File: src/rtl/audio_mixer.sv
// audio_mixer: N-channel stereo mixer with per-channel 4-bit volume and
// left/right pan. Channels are summed one per clock from a snapshot taken
// at SAMPLE_STB. Each side also drives a first-order sigma-delta bitstream.
module audio_mixer #(
  parameter int NCH = 4,
  parameter int W   = 8,
  parameter int SW  = (NCH > 1) ? W + $clog2(NCH) : W + 1
) (
  input  logic             CLK,
  input  logic             RESET,
  input  logic             SAMPLE_STB,
  input  logic [NCH*W-1:0] CH_IN,
  input  logic [NCH*4-1:0] VOL,
  input  logic [NCH*2-1:0] PAN,
  output logic             BUSY,
  output logic [SW-1:0]    MIX_L,
  output logic [SW-1:0]    MIX_R,
  output logic             MIX_VALID,
  output logic             OVERRUN,
  output logic             DAC_L,
  output logic             DAC_R
);

  localparam int IW = (NCH > 1) ? $clog2(NCH) : 1;

  typedef enum logic [1:0] {IDLE, ACCUM, DONE} state_t;

  state_t           state_reg, state_next;
  logic [IW-1:0]    idx_reg;
  logic             valid_reg;
  logic             overrun_reg;
  logic [NCH*W-1:0] snap_ch_reg;
  logic [NCH*4-1:0] snap_vol_reg;
  logic [NCH*2-1:0] snap_pan_reg;

  logic             load;
  logic             accum_en;
  logic             finish;
  logic             overrun_set;
  logic             last_idx;
  logic [W-1:0]     cur_smp;
  logic [3:0]       cur_vol;
  logic [W+3:0]     prod;
  logic [W-1:0]     contrib;
  logic [SW-1:0]    contrib_ext;

  // Current channel's contribution: sample * vol / 16, so vol=15 is 15/16 gain.
  // The product never exceeds (2^W-1)*15, so the shifted value fits in W bits.
  assign last_idx    = (idx_reg == IW'(NCH - 1));
  assign cur_smp     = snap_ch_reg[idx_reg*W +: W];
  assign cur_vol     = snap_vol_reg[idx_reg*4 +: 4];
  assign prod        = (W+4)'(cur_smp) * (W+4)'(cur_vol);
  assign contrib     = W'(prod >> 4);
  assign contrib_ext = SW'(contrib);

  // BUSY comes straight from the state register, never from the strobe.
  assign BUSY      = (state_reg != IDLE);
  assign MIX_VALID = valid_reg;
  assign OVERRUN   = overrun_reg;

  // State register.
  always_ff @(posedge CLK) begin
    if (RESET) state_reg <= IDLE;
    else       state_reg <= state_next;
  end

  // Next-state and per-state control strobes; a strobe outside IDLE only flags overrun.
  always_comb begin
    state_next  = state_reg;
    load        = 1'b0;
    accum_en    = 1'b0;
    finish      = 1'b0;
    overrun_set = 1'b0;
    case (state_reg)
      IDLE: begin
        if (SAMPLE_STB) begin
          load       = 1'b1;
          state_next = ACCUM;
        end
      end
      ACCUM: begin
        accum_en    = 1'b1;
        overrun_set = SAMPLE_STB;
        if (last_idx) state_next = DONE;
      end
      DONE: begin
        finish      = 1'b1;
        overrun_set = SAMPLE_STB;
        state_next  = IDLE;
      end
      default: state_next = IDLE;
    endcase
  end

  // Channel index, valid pulse and sticky overrun flag.
  always_ff @(posedge CLK) begin
    if (RESET) begin
      idx_reg     <= '0;
      valid_reg   <= 1'b0;
      overrun_reg <= 1'b0;
    end else begin
      valid_reg <= finish;
      if (overrun_set) overrun_reg <= 1'b1;
      if (load) idx_reg <= '0;
      else if (accum_en && !last_idx) idx_reg <= idx_reg + IW'(1);
    end
  end

  // Input snapshot so later changes on CH_IN/VOL/PAN cannot disturb a mix.
  always_ff @(posedge CLK) begin
    if (load) begin
      snap_ch_reg  <= CH_IN;
      snap_vol_reg <= VOL;
      snap_pan_reg <= PAN;
    end
  end

  // One accumulator, output register and sigma-delta per side (0 = left, 1 = right).
  for (genvar gi = 0; gi < 2; gi++) begin : g_side
    logic [SW-1:0] acc_reg;
    logic [SW-1:0] mix_reg;
    logic [SW:0]   sd_reg;
    logic          dac_reg;
    logic          route;

    assign route = snap_pan_reg[idx_reg*2 + gi];

    // Accumulate routed contributions, publish on DONE, and run the free-running
    // sigma-delta whose carry out is the registered 1-bit DAC output.
    always_ff @(posedge CLK) begin
      if (RESET) begin
        acc_reg <= '0;
        mix_reg <= '0;
        sd_reg  <= '0;
        dac_reg <= 1'b0;
      end else begin
        if (load) acc_reg <= '0;
        else if (accum_en && route) acc_reg <= acc_reg + contrib_ext;
        if (finish) mix_reg <= acc_reg;
        sd_reg  <= {1'b0, sd_reg[SW-1:0]} + {1'b0, mix_reg};
        dac_reg <= sd_reg[SW];
      end
    end

    if (gi == 0) begin : g_left
      assign MIX_L = mix_reg;
      assign DAC_L = dac_reg;
    end else begin : g_right
      assign MIX_R = mix_reg;
      assign DAC_R = dac_reg;
    end
  end

endmodule

File: config.mk
export PLATFORM = sky130hd
export DESIGN_NAME = audio_mixer
export DESIGN_NICKNAME = d
export VERILOG_FILES = /design/src/rtl/audio_mixer.sv
export SDC_FILE = /design/constraint.sdc
export NUM_CORES = 1
export LEC_CHECK = 0
export CORE_MARGIN = 4
export CORE_UTILIZATION = 60
export CTS_CLUSTER_SIZE = 24
export DETAILED_ROUTE_END_ITERATION = 8
export PLACE_DENSITY_LB_ADDON = 0.2
export SLEW_MARGIN = 5
export SYNTH_ARGS = -nofsm -noshare
export SYNTH_HDL_FRONTEND = slang
export SYNTH_SLANG_ARGS = --single-unit
export TNS_END_PERCENT = 1
File: constraint.sdc
create_clock -name CLK -period 12.4 [get_ports CLK]
set_clock_uncertainty 0.2 [all_clocks]
set_input_delay 1.24 -clock CLK [delete_from_list [all_inputs] [get_ports CLK]]
set_output_delay 1.24 -clock CLK [all_outputs]
set_load 0.05 [all_outputs]
======== Word-level counts from Yosys, hierarchy flattened ========
Cells that the tools add are included.
storage, ports and cells
  logic and storage cells ................. 52
  RAM bits ................................ 0
  input bits .............................. 59
  latch bits .............................. 0
  output and inout port bits .............. 25
  memories kept ........................... 0
  flip-flop bits (word level) ............. 126
  bits in read-only memories .............. 0
operators by class
  multiply operators ...................... 1
  bitwise logic cells ..................... 0
  $lt $le $gt $ge ......................... 2
  eq/ne operators ......................... 5
  shift operators ......................... 2
  reductions and logical operators ........ 9
  mux-type cells .......................... 12
  divide/modulo/power cells ............... 0
  $add $sub $neg .......................... 6
operators with widths
  cell                 number
  $shiftx 32x6->8      1
  $add 10x10->11       2
  $add 10x8->10        2
  $shiftx 16x5->4      1
  $mul 8x4->12         1
  $mux 1               7
  $add 3x1->4 const B  1
  $eq 2x2->1 const B   2
  $lt 3x4->1 const B   1
  $lt 4x4->1 const B   1
  $mux 2               2
  $ne 2x2->1 const B   2
  $pmux 2 s2           1
  $reduce_or 2->1      2
  $bmux 1 s3           1
  $logic_and 1x1->1    3
  $add 2x1->2 const B  1
  $bmux 1 s2           1
  $eq 2x1->1 const B   1
  $logic_not 2->1      1
  $reduce_and 2->1     1
  $reduce_bool 2->1    1
  $logic_not 1->1      1

======== Longest topological paths before layout ========
Gate-level depths: netlist of run 1.
  depth after elaboration ................. 4
  mapped depth ............................ 21
  depth with buffers taken out ............ 20

======== Worst setup path before layout of run 1 ========
Ideal clock, no wire load.
  kind .................................... flip-flop to flip-flop
  start ................................... register idx_reg[0]
  end ..................................... register g_side[0].acc_reg[9]
  buffers on the path ..................... 2
  setup time .............................. 0.135 ns
  arrival time ............................ 4.844 ns
  data required time ...................... 12.065 ns
  slack ................................... 7.221 ns
  stages on the path, launching flop included .. 22
  clock period less this slack ............ 5.179 ns
  cell sequence ........................... dfxtp_1 -> buf_6 -> buf_6 -> mux4_2 -> and2_1 -> fa_1 -> inv_1 -> fa_1 -> inv_1 -> ha_1 -> a21o_1 -> a21oi_1 -> o32ai_4 -> o21a_1 -> nor2_2 -> xnor2_1 -> ha_1 -> nand2_1 -> o2111ai_1 -> a31oi_1 -> o311ai_0 -> o41ai_1
between the ends
  longest elaborated chain between the ends .. 3
  elaborated cells on any way between the ends .. 7
  classes of those cells .................. 1 x add/sub; 1 x mul; 2 x shift; 2 x mux; 1 x reduce/logical
ends and longest elaborated chain
  item                                                line     text
  start: declaration                                  29       logic [IW-1:0] idx_reg;
  start signal: assignment                            105      else if (accum_en && !last_idx) idx_reg <= idx_reg + IW'(1);
  $shiftx 32x6->8 (tied with other cells)             50       assign cur_smp = snap_ch_reg[idx_reg*W +: W];
  $mul 8x4->12 or $mux 1 (tied branches)              52, 126
  $add 10x8->10 or $logic_and 1x1->1 (tied branches)  138      else if (accum_en && route) acc_reg <= acc_reg + contrib_ext;
  end signal: assignment                              138
  end: declaration                                    120      logic [SW-1:0] acc_reg;
Several ways; a longest one is shown, not always the timed one. The select of a mux whose other input is x is not followed.
A chain may end at the register's enable or synchronous reset.

======== Worst setup path in the final report of run 1 ========
  start ................................... register idx_reg[0]
  end ..................................... register g_side[0].acc_reg[8]
The elaborated chain is that of the path after synthesis.

==> flow_summary.toml, run 1 <==
[status]
status = "completed"

[grt]
use_met2_pct = 35.1
grt_pass1_wl_um = 22100
grt_use_met3_pct = 4.99
antenna_found_initial = 0
grt_util_met1_pct = 27.5
grt_max_degree = 58
grt-busiest-layer = "met2"
gr-usage-all-layers_pct = 21.6
grt-ovfl-total = 0
grt_pass1_vias = 4830

[floorplan]
coreArea_um2 = 10900
die_height_um = 114
rows = 38
die_area_um2 = 12900
ios = 84
die_w_um = 114
start_util_pct = 61.6

[cts]
cts_resized = 0
numCtsBuffers = 17
cts_sinks = 126
cts_tree = "built"
cts_hold_buf = 0
clk_latency_ps = 530
cts_root_buffer = "clkbuf_8"
cts_setup_buffers = 0
htreeDepth = 4
cts_buffer_depth = 2
clkTransAtPathRegs_ps = 60

[timing]
max_clock_freq_mhz = 165
worstMarginPinSlew_ps = 1180
layout_min_cycle_time_ps = 6070
relSlewSlack_pct = 21.3
timing.final.crit_share_pct = 48.9
layout_setup_ws_ps = 6330
slew_viol_final = 0
setup_viol = 0
final-hold-violation-count = 0
timing.setup.tns_ps = 0
rsz0062_at_grt = "no"

[setup_path]
crit_path_start_kind = "register"
required_ps = 12600
worst_ep_arrival_time_ps = 6260
worstPathMaxFanout = 16
critical_path_class = "register to register"
cp-end-kind = "register"

[synthesis]
yosys.area.top_type = "edfxtp_1"
synth_top_area_share_pct = 25.1
synth-xor-area-share_pct = 2.87
synth_top_family_by_area = "adder cells"
synth_edf_count = 56
synthesis.area_um2 = 6710
synth-compound-area-share_pct = 9.94
ys_ff_latch = 126
syn_nets = 734
synth_ff_type = "dfxtp_1"
async_flop_share_pct = 0
synth_fa_ha_area_share_pct = 14.9
yosysUniqueCellTypes = 57
yosys.area_share.simple_pct = 13.3
ys_warn_count = 0
synthMuxAreaShare_pct = 8.92
synth-seq-area-share_pct = 46.0
syn_area_per_cell_um2 = 11.1
synthCells = 604
netlist_top_cells_area = "edfxtp_1 25%, dfxtp_1 21%, ha_1 10%"

[pwr]
leakage_nw = 3.34
pwr_density_cell_nw_per_um2 = 264
ir_worst_vdd_v = 0.000165

[cells_and_area]
layout_common_cells = "83 x clkdlybuf4s50_1, 70 x dfxtp_1, 61 x nor2_1, 56 x ha_1, 56 x edfxtp_1"
diodes = 0
nets = 819
fillCellCount = 728
final_common_cell = "clkdlybuf4s50_1"
drive_above_1_share_pct = 8.12
area_delta_synth_final_pct = 22.2
design_area_um2 = 8200
largest_reg_flops = 32

[placement]
dp_hpwl_um = 9730
post-place-ws_ps = 6360
numPortBuffers = 83
dpl_cell_area_um2 = 7640
place.gp.congestion = 0.934

[detailed_routing]
postRouteAntennaNets = 0
wire_per_inst_um = 15.6
vias = 4709
wirelength_um = 13100
dr.pass1.iters = 5
via_per_inst = 5.59
drt_iter0_drc = 268
drc_errors = 0

[worst_hold_path]
hold_class = "register to register"

[flow_run]
cap_violations = 0
through the flow:
stage	std cells	util (%)	total power [mW]	hold slack, ps
after floorplan	604	-	1.46	214
after global placement	810	70.2	1.65	220
after detailed placement	810	70.2	1.70	234
after CTS	842	75.3	2.17	247
after global routing	842	75.3	2.36	252
final	842	75.3	2.16	238
worst paths after layout:
check                                           from              endpoint  slack (ps)  cells after the start
worst max-delay path                      idx_reg[0]  g_side[0].acc_reg[8]        6330                     18
worst min-delay path            g_side[1].sd_reg[10]                 DAC_R         240                      1
worst max register to register            idx_reg[0]  g_side[0].acc_reg[8]        6330                     18
worst min register to register  g_side[1].sd_reg[10]                 DAC_R         240                      1
cells in the mapped netlist (all sizes together) (14+ instances only):
cell	number
nor2b	14
ha	56
mux4	14
dfxtp	70
a21oi	29
nand2	30
xnor2	15
nor2	63
nor3	15
inv	47
edfxtp	56
fa	15
and2	23
mux2i	26
critical path: stages (launching register included):
cell,delay [ps]
dfxtp_1,1000
mux4_2,700
and2_1,220
fa_1,540
inv_1,60
fa_1,530
inv_1,40
ha_1,340
a21o_1,180
a21oi_1,310
o32ai_4,170
a21oi_1,250
ha_1,320
a21o_1,170
a21oi_1,230
o21ai_0,140
a31oi_1,220
mux2i_1,210
o311ai_1,110
cell families (layout without fill, tap and decap cells):
| family | Yosys count | after routing |
|---|---|---|
| simple gates | 180 | 180 |
| compound gates | 97 | 97 |
| fa+ha+maj | 71 | 71 |
| mux | 42 | 42 |
| buf+inv | 66 | 164 |
| flops | 126 | 126 |
| xor+xnor | 22 | 22 |
layout make-up:
cell class	instances	area, um^2	share of cell area [%]
sequential	126	3080	37.6
inverter	47	176	2.15
clock inverter	11	115	1.40
timing repair buffer	85	846	10.3
clock buffer	21	443	5.40
multi-input combinational	412	3360	41.0
tap	140	175	2.14
power by group:
part | total (mW) | leakage, nW | internal, mW | switching, mW
Sequential | 0.554 | 1.10 | 0.512 | 0.0422
Combinational | 1.14 | 1.96 | 0.471 | 0.672
Clock | 0.466 | 0.280 | 0.292 | 0.174
Total | 2.16 | 3.34 | 1.27 | 0.889
metal layers:
layer,vias to the layer above,routed length (um)
li1,2322,-
met1,2264,5640
met2,109,6610
met3,14,664
met4,0,182
met5,-,0
(Power assumes the default switching activity.)
==> run 2: changes to the inputs <==
--- a/config.mk
+++ b/config.mk
@@ -6,7 +6,7 @@
 export NUM_CORES = 1
 export LEC_CHECK = 0
 export CORE_MARGIN = 4
-export CORE_UTILIZATION = 60
+export CORE_UTILIZATION = 51
 export CTS_CLUSTER_SIZE = 24
 export DETAILED_ROUTE_END_ITERATION = 8
 export PLACE_DENSITY_LB_ADDON = 0.2
==> constraint.sdc (replaced) <==
create_clock -name CLK -period 5.4 [get_ports CLK]
set_clock_uncertainty 0.2 [all_clocks]
set_input_delay 0.54 -clock CLK [delete_from_list [all_inputs] [get_ports CLK]]
set_output_delay 0.54 -clock CLK [all_outputs]
set_load 0.05 [all_outputs]
==> run 2 against run 1 <==
Net effect:
- register-to-register slack got worse by 6100 ps
- setup slack got worse by 6100 ps
- combinational power rose to 2.7 times the previous value
- clock power rose to 2.7 times the previous value
- flip-flop and latch count did not move
- first-iteration DRC count fell by 21%
- via count rose by 2.4%
- largest cell class unchanged
==> flow_summary.toml, run 2 (synthesized netlist as in run 1, its figures left out) <==
[timing]
setup_viol = 0
relSlewSlack_pct = 42.5
slew_viol_final = 0
timing.setup.tns_ps = 0
max_clock_freq_mhz = 193
rsz0062_at_grt = "no"
final-hold-violation-count = 0
timing.final.crit_share_pct = 96.0
layout_min_cycle_time_ps = 5190
worstMarginPinSlew_ps = 860

[setup_path]
worstPathMaxFanout = 7
worst_ep_arrival_time_ps = 5270
cp-end-kind = "register"
max_stage_delay_ps = 520
worstSetupStartpoint = "idx_reg[0]"
reg2reg_slack_ps = 210
critical_path_class = "register to register"
path_cells = "buf_12, buf_4, mux4_2, and2_1, fa_1, inv_1, fa_1, inv_1, ha_4, a21o_1, a21oi_2, o32ai_4, o21a_1, buf_4, nor2_1, ha_1, a21oi_2, o21ai_2, a31oi_2, mux2i_1, o311ai_1"
ff2ff_path_depth = 21
r2r_start = "idx_reg[0]"
crit_slowest_cell = "mux4_2"
r2r_end = "g_side[0].acc_reg[8]"
crit_path_start_kind = "register"
required_ps = 5490

[cells_and_area]
largest_reg_flops = 32
area_delta_synth_final_pct = 29.1
diodes = 0
layout_common_cells = "83 x clkdlybuf4s50_1, 68 x dfxtp_1, 60 x nor2_1, 56 x edfxtp_1, 52 x ha_1"
nets = 841
final_common_cell = "clkdlybuf4s50_1"
drive_above_1_share_pct = 13.5

[floorplan]
die_height_um = 123
die_w_um = 123
die_area_um2 = 15100
coreArea_um2 = 12800
rows = 41
ios = 84
start_util_pct = 52.5

[placement]
place.gp.congestion = 0.862
numPortBuffers = 83
dp_hpwl_um = 10100

[cts]
numCtsBuffers = 17
cts_root_buffer = "clkbuf_16"
cts_sinks = 126
htreeDepth = 4
clkTransAtPathRegs_ps = 50
cts_buffer_depth = 2
clk_latency_ps = 420
cts_tree = "built"

[flow_run]
cap_violations = 0

[worst_hold_path]
min_from = "g_side[1].sd_reg[10]"
hold_class = "register to register"
hold_end = "DAC_R"
whs_path_depth = 1

[pwr]
pwr_density_cell_nw_per_um2 = 653
leakage_nw = 3.53
ir_worst_vdd_v = 0.000411
p_total_mw = 5.65

[detailed_routing]
vias = 4820
wire_per_inst_um = 15.7
postRouteAntennaNets = 0
via_per_inst = 5.38
drt_iter0_drc = 211
drc_errors = 0
dr.pass1.iters = 4
wirelength_um = 14100

[grt]
grt-ovfl-total = 0
grt_max_degree = 57
grt_pass1_wl_um = 22100
grt_pass1_vias = 4751
antenna_found_initial = 0
gr-usage-all-layers_pct = 18.9

[status]
status = "completed"
==> run 2: through the flow <==
step	util [%]	area, um^2	setup WS (ps)	hold WS, ps	instances
after CTS	66.0	8420	6.61	235	883
after global routing	67.8	8660	6.23	255	896
final	67.8	8660	214	233	896
after detailed placement	60.8	7760	6.57	223	851
after global placement	60.8	7760	109	216	851
after floorplan	-	6710	221	214	604
==> run 2: timing repair <==
item	CTS	global route
hold buffers	0	0
setup endpoints to repair	3	9
buffers inserted	0	12
gates resized for setup	2	23
pin swaps	0	8
cloned	0	1
==> run 2: layer usage <==
metal	global-route usage [%]	share of wire, %
met5	0	0
met4	7.07	1.4
met3	5.62	4.1
met2	30.8	49
met1	23.9	45
==> run 2: how the worst max path moves through the flow <==
stage / end / depth (start not counted)
after floorplan: g_side[0].acc_reg[9] / 21
after global placement: g_side[0].acc_reg[9] / 20
after detailed placement: g_side[0].acc_reg[9] / 20
after CTS: g_side[1].acc_reg[9] / 20
after global routing: g_side[1].acc_reg[9] / 20
final: g_side[0].acc_reg[8] / 21
==> run 2: final cells by class <==
cell class	instances	area (um^2)
clock inverter	13	219
clock buffer	19	433
fill	934	4120
sequential	126	3090
tap	172	215
inverter	47	176
multi-input combinational	412	3490
timing repair buffer	107	1040
==> run 2: power by group <==
group	switching, mW	internal, mW	leakage, nW	total [mW]
Sequential	0.0800	1.18	1.10	1.26
Combinational	1.76	1.37	2.11	3.13
Clock	0.403	0.860	0.324	1.26
==> run 2: worst max-delay path: cells and delay by family, from the launching register on <==
| family | cells | cell delay (ps) |
|---|---|---|
| compound gates | 8 | 1330 |
| fa+ha+maj | 4 | 1580 |
| buf+inv | 5 | 490 |
| flops | 1 | 370 |
| mux | 2 | 720 |
| simple gates | 2 | 350 |
